$ cat src/rtl/k_and_s_pkg.sv
// Shared types for the K&S processor: decoder output encoding, control FSM
// states, ALU operation codes and small decode helpers.
package k_and_s_pkg;

  localparam int unsigned DECODE_W = 5;
  localparam int unsigned STATE_W  = 4;
  localparam int unsigned OP_W     = 2;

  // Codes above I_HALT are undefined and reach the control unit as illegal.
  typedef enum logic [DECODE_W-1:0] {
    I_NOP    = 5'd0,
    I_LOAD   = 5'd1,
    I_STORE  = 5'd2,
    I_MOVE   = 5'd3,
    I_ADD    = 5'd4,
    I_SUB    = 5'd5,
    I_AND    = 5'd6,
    I_OR     = 5'd7,
    I_BRANCH = 5'd8,
    I_BZERO  = 5'd9,
    I_BNZERO = 5'd10,
    I_BNEG   = 5'd11,
    I_BNNEG  = 5'd12,
    I_BOV    = 5'd13,
    I_BNOV   = 5'd14,
    I_HALT   = 5'd15
  } decoded_instruction_type;

  typedef enum logic [STATE_W-1:0] {
    S_FETCH,
    S_DECODE,
    S_LOAD1,
    S_LOAD2,
    S_STORE,
    S_MOVE,
    S_ALU,
    S_BRANCH,
    S_HALT
  } ctrl_state_t;

  localparam logic [OP_W-1:0] OP_ADD = 2'b00;
  localparam logic [OP_W-1:0] OP_SUB = 2'b01;
  localparam logic [OP_W-1:0] OP_AND = 2'b10;
  localparam logic [OP_W-1:0] OP_OR  = 2'b11;

  // Branch condition evaluated against the registered ALU flags.
  function automatic logic branch_taken(
    input decoded_instruction_type instr,
    input logic                    zero,
    input logic                    neg,
    input logic                    sovf
  );
    logic taken;
    taken = 1'b0;
    case (instr)
      I_BRANCH: taken = 1'b1;
      I_BZERO:  taken = zero;
      I_BNZERO: taken = ~zero;
      I_BNEG:   taken = neg;
      I_BNNEG:  taken = ~neg;
      I_BOV:    taken = sovf;
      I_BNOV:   taken = ~sovf;
      default:  taken = 1'b0;
    endcase
    return taken;
  endfunction

endpackage

$ cat src/rtl/control_unit.sv
// Multi-cycle Moore control FSM for the K&S processor plus a saturating
// retired-instruction counter.
// Ports:
//   clk, rst_n (synchronous, active-high)  clock and reset
//   decoded_instruction                     decoded IR contents from data_path
//   zero_op/neg_op/unsigned_overflow/signed_overflow  registered ALU flags
//   branch, pc_enable, ir_enable, addr_sel, c_sel, operation,
//   write_reg_enable, flags_reg_enable, ram_write_enable  data_path/RAM strobes
//   halt, illegal_instr                     status
//   retired_count                           completed instructions, saturating
module control_unit
  import k_and_s_pkg::*;
#(
  parameter int unsigned CNT_W           = 16,
  parameter bit          HALT_ON_ILLEGAL = 1'b0
) (
  input  logic                    clk,
  input  logic                    rst_n,
  input  decoded_instruction_type decoded_instruction,
  input  logic                    zero_op,
  input  logic                    neg_op,
  input  logic                    unsigned_overflow,
  input  logic                    signed_overflow,
  output logic                    branch,
  output logic                    pc_enable,
  output logic                    ir_enable,
  output logic                    addr_sel,
  output logic                    c_sel,
  output logic [OP_W-1:0]         operation,
  output logic                    write_reg_enable,
  output logic                    flags_reg_enable,
  output logic                    ram_write_enable,
  output logic                    halt,
  output logic                    illegal_instr,
  output logic [CNT_W-1:0]        retired_count
);

  ctrl_state_t      state;
  ctrl_state_t      state_next;
  logic [CNT_W-1:0] count;
  logic             count_inc;
  logic             unused_flags;

  // No instruction in this ISA branches on carry.
  assign unused_flags = unsigned_overflow;

  // State register; reset wins even in the middle of an instruction.
  always_ff @(posedge clk) begin
    if (rst_n) state <= S_FETCH;
    else       state <= state_next;
  end

  // Next-state logic.
  always_comb begin
    state_next = state;
    case (state)
      S_FETCH:  state_next = S_DECODE;
      S_DECODE: begin
        case (decoded_instruction)
          I_NOP:    state_next = S_FETCH;
          I_LOAD:   state_next = S_LOAD1;
          I_STORE:  state_next = S_STORE;
          I_MOVE:   state_next = S_MOVE;
          I_ADD, I_SUB, I_AND, I_OR:
                    state_next = S_ALU;
          I_BRANCH, I_BZERO, I_BNZERO, I_BNEG, I_BNNEG, I_BOV, I_BNOV:
                    state_next = S_BRANCH;
          I_HALT:   state_next = S_HALT;
          default:  state_next = HALT_ON_ILLEGAL ? S_HALT : S_FETCH;
        endcase
      end
      S_LOAD1:  state_next = S_LOAD2;
      S_LOAD2:  state_next = S_FETCH;
      S_STORE:  state_next = S_FETCH;
      S_MOVE:   state_next = S_FETCH;
      S_ALU:    state_next = S_FETCH;
      S_BRANCH: state_next = S_FETCH;
      S_HALT:   state_next = S_HALT;
      default:  state_next = S_FETCH;
    endcase
  end

  // Output decode; everything is held low while reset is asserted.
  always_comb begin
    branch           = 1'b0;
    pc_enable        = 1'b0;
    ir_enable        = 1'b0;
    addr_sel         = 1'b0;
    c_sel            = 1'b0;
    operation        = OP_ADD;
    write_reg_enable = 1'b0;
    flags_reg_enable = 1'b0;
    ram_write_enable = 1'b0;
    halt             = 1'b0;
    illegal_instr    = 1'b0;
    if (!rst_n) begin
      case (state)
        S_FETCH:  ir_enable = 1'b1;
        S_DECODE: begin
          pc_enable = 1'b1;
          illegal_instr = (decoded_instruction > I_HALT);
        end
        S_LOAD1:  addr_sel = 1'b1;
        S_LOAD2: begin
          addr_sel         = 1'b1;
          c_sel            = 1'b1;
          write_reg_enable = 1'b1;
        end
        S_STORE: begin
          addr_sel         = 1'b1;
          ram_write_enable = 1'b1;
        end
        S_ALU: begin
          case (decoded_instruction)
            I_SUB:   operation = OP_SUB;
            I_AND:   operation = OP_AND;
            I_OR:    operation = OP_OR;
            default: operation = OP_ADD;
          endcase
          write_reg_enable = 1'b1;
          flags_reg_enable = 1'b1;
        end
        // MOVE rd, rs is issued as rs OR rs.
        S_MOVE: begin
          operation        = OP_OR;
          write_reg_enable = 1'b1;
        end
        S_BRANCH: begin
          if (branch_taken(decoded_instruction, zero_op, neg_op, signed_overflow)) begin
            branch    = 1'b1;
            pc_enable = 1'b1;
          end
        end
        S_HALT:   halt = 1'b1;
        default:  ;
      endcase
    end
  end

  // An instruction retires on its return to fetch, or when HALT takes effect.
  assign count_inc = (state_next == S_FETCH) ||
                     ((state == S_DECODE) && (decoded_instruction == I_HALT));

  always_ff @(posedge clk) begin
    if (rst_n) begin
      count <= '0;
    end else if (count_inc && (count != {CNT_W{1'b1}})) begin
      count <= count + CNT_W'(1);
    end
  end

  assign retired_count = rst_n ? '0 : count;

endmodule

$ cat config.mk
export PLATFORM = sky130hd
export DESIGN_NAME = control_unit
export DESIGN_NICKNAME = d
export VERILOG_FILES = /design/src/rtl/k_and_s_pkg.sv /design/src/rtl/control_unit.sv
export SDC_FILE = /design/constraint.sdc
export NUM_CORES = 1
export LEC_CHECK = 0
export ABC_AREA = 1
export BUFFER_PORTS_ARGS = -buffer_cell sky130_fd_sc_hd__buf_4
export CAP_MARGIN = 25
export CORE_ASPECT_RATIO = 1.4
export CORE_UTILIZATION = 53
export CTS_CLUSTER_DIAMETER = 150
export DETAILED_ROUTE_END_ITERATION = 16
export PLACE_DENSITY = 0.9
export SKIP_CTS_REPAIR_TIMING = 1
export SLEW_MARGIN = 10
export SYNTH_ARGS = -nofsm -noshare
export SYNTH_HDL_FRONTEND = slang
export SYNTH_SLANG_ARGS = --single-unit
$ cat constraint.sdc
create_clock -name clk -period 2.28 [get_ports clk]
set_clock_uncertainty 0.1 [all_clocks]
set_input_delay 0.228 -clock clk [delete_from_list [all_inputs] [get_ports clk]]
set_output_delay 0.228 -clock clk [all_outputs]
set_load 0.01 [all_outputs]
==> reports/metrics.yaml <==
dieHeight_um: 65.7
worst_setup_path_start_kind: "register"
ant_nets: 0
drive_above_1_share_pct: 22.1
grt_max_degree: 31
fmax_mhz: 497
yosys_warnings: 0
place_hpwl_um: 2510
grt_pass1_wl_um: 5490
swShare_pct: 30.7
hold_violations: 0
post-route-min-period_ns: 2.01
synth_nets: 277
maxSlewViolCount: 0
total_leakage_power_nw: 0.926
syn_avg_cell_area_um2: 5.79
placement.io_buffers: 37
rsz0062_at_grt: "no"
powerDensity_nw_per_um2: 402
htreeDepth: 1
seqPwrFrac_pct: 50.0
tns_ns: 0
arrival_ns: 1.69
finalNetCount: 312
critical_path.max_fanout: 4
grt-ovfl-total: 0
final_util_pct: 68.3
grtUsageTotal_pct: 23.9
rows: 22
netlist.top_cell.by_area: "dfxtp_1"
initial_core_util_pct: 56.9
synth_top_area_share_pct: 26.1
vias: 1659
clk_pin_slew_ns: 0.11
worst_pin_slew_ns: 0.508
insertion_delay_ns: 0.32
yosysSeqAreaShare_pct: 26.1
tritoncts: "built"
finalWirelength_um: 3230
wl_per_cell_um: 9.63
clock_path_buffers: 2
synthTopCellsByArea: "dfxtp_1 (26%), nor2_1 (13%), nand2_1 (13%)"
cts.sink_count: 20
num_io_pins: 39
power_frac_comb_pct: 20.7
pwr-share-clk_pct: 29.3
synth_area_um2: 1530
area_growth_pct: 20.1
cp-end-kind: "primary output"
path_class: "reg -> out"
netlist-cell-type-count: 29
worstPathRequired_ns: 1.95
die_w_um: 47.5
antenna_found_initial: 0
drc: 0
slew-limit-headroom_pct: 66.0
maxCapViolCount: 0
outcome: "finished clean"
dieArea_um2: 3120
irDropWorstVdd_mv: 0.353
avgViaCountPerCell: 4.95
grt_pass1_vias: 1469
power_switching_w: 0.000227
drt-initial-drc-count: 41
gp_congestion: 0.824
antennaDiodeCount: 0
setup_viol: 0
dr.pass1.iters: 5
cts_root_buf: "clkbuf_4"
synthCells: 265
coreArea_um2: 2700
cts_made_buffers: 3
ys_ff_latch: 20
power_w: 0.000741
power.internal_w: 0.000513
min_path_type: "in -> reg"
period_share_pct: 88.3
## power groups by stage
stage / registers [W] / clock network [W] / logic (W)
after CTS: 0.000370 / 0.000222 / 0.000153
after floorplan: 0.000376 / 0 / 0.000118
after global routing: 0.000373 / 0.000233 / 0.000174
final: 0.000370 / 0.000217 / 0.000153
after detailed placement: 0.000378 / 0 / 0.000153
after global placement: 0.000378 / 0 / 0.000149
## worst max-delay path, cell delays in order, from the launching register on
cell and delay, ns:
dfxtp_1 0.40, inv_1 0.07, nor2_1 0.11, inv_1 0.09, nor2_1 0.19, nand3_1 0.12
a21o_1 0.18, o21ai_0 0.07, buf_4 0.14
## metrics by stage
stage | worst slack (ns) | cell area [um^2] | instances | hold WS (ns)
detailed placement | 0.399 | 1810 | 331 | 0.365
finish | 0.266 | 1840 | 335 | 0.161
global placement | 0.435 | 1810 | 331 | 0.350
floorplan | 0.679 | 1530 | 265 | 0.337
CTS | 0.255 | 1840 | 335 | 0.153
global route | 0.130 | 1840 | 335 | 0.195
## worst paths after layout
path,from,end,slack (ns),cells after the start
max,state[2]$_SDFF_PP0_,pc_enable,0.27,8
max reg2reg,count[0]$_SDFFE_PP0P_,count[13]$_SDFFE_PP0P_,0.34,12
min,decoded_instruction[2],state[2]$_SDFF_PP0_,0.16,3
min reg2reg,count[15]$_SDFFE_PP0P_,count[15]$_SDFFE_PP0P_,0.39,2
## cells by family after synthesis
family	count (synthesis)	synth area share (%)
simple gates	160	48.0
buf+inv	58	16.0
compound gates	26	9.14
flops	20	26.1
fa+ha+maj	1	0.816
## cell type report
type / count / area (um^2)
inverters: 50 / 188
fillers: 286 / 855
flip-flops and latches: 20 / 400
clock buffers: 4 / 36.3
multi-input cells: 187 / 888
well taps: 36 / 45.0
repair buffers: 38 / 285
## synthesized netlist by cell type (all sizes together)
master,number
o21bai,2
dfxtp,20
nand4,5
a21o,1
and3,2
nand3b,3
a21oi,19
nand3,22
nor3,7
buf,7
nor2,62
clkinv,1
clkbuf,1
o21ai,2
nand2,59
o22ai,1
ha,1
inv,49
a31oi,1
## per-layer routing
metal	GRT usage [%]	share of wire (%)	vias up
li1	-	-	882
met1	23.9	42	717
met2	44.0	51	49
met3	2.47	4.0	11
met4	13.6	3.3	0
met5	0	0	-
## placed cells by master (no fill, tap or decap), types with 2 or more instances in the layout
cell      instances
buf_4            38
nand3_1          19
nor2_2            3
o21bai_1          2
nand2_2           4
a21oi_1          19
and3_1            2
nand3_2           3
nor3_1            7
nand4_1           5
dfxtp_1          20
nand2_1          54
clkbuf_4          3
nor2_4            4
nor2_1           55
inv_1            40
nand3b_1          3
inv_2             9
## sequential cells by signal (all words and copies together) (netlist names)
signal / flops
state: 4
count: 16
Power figures use the tool's default switching activity.
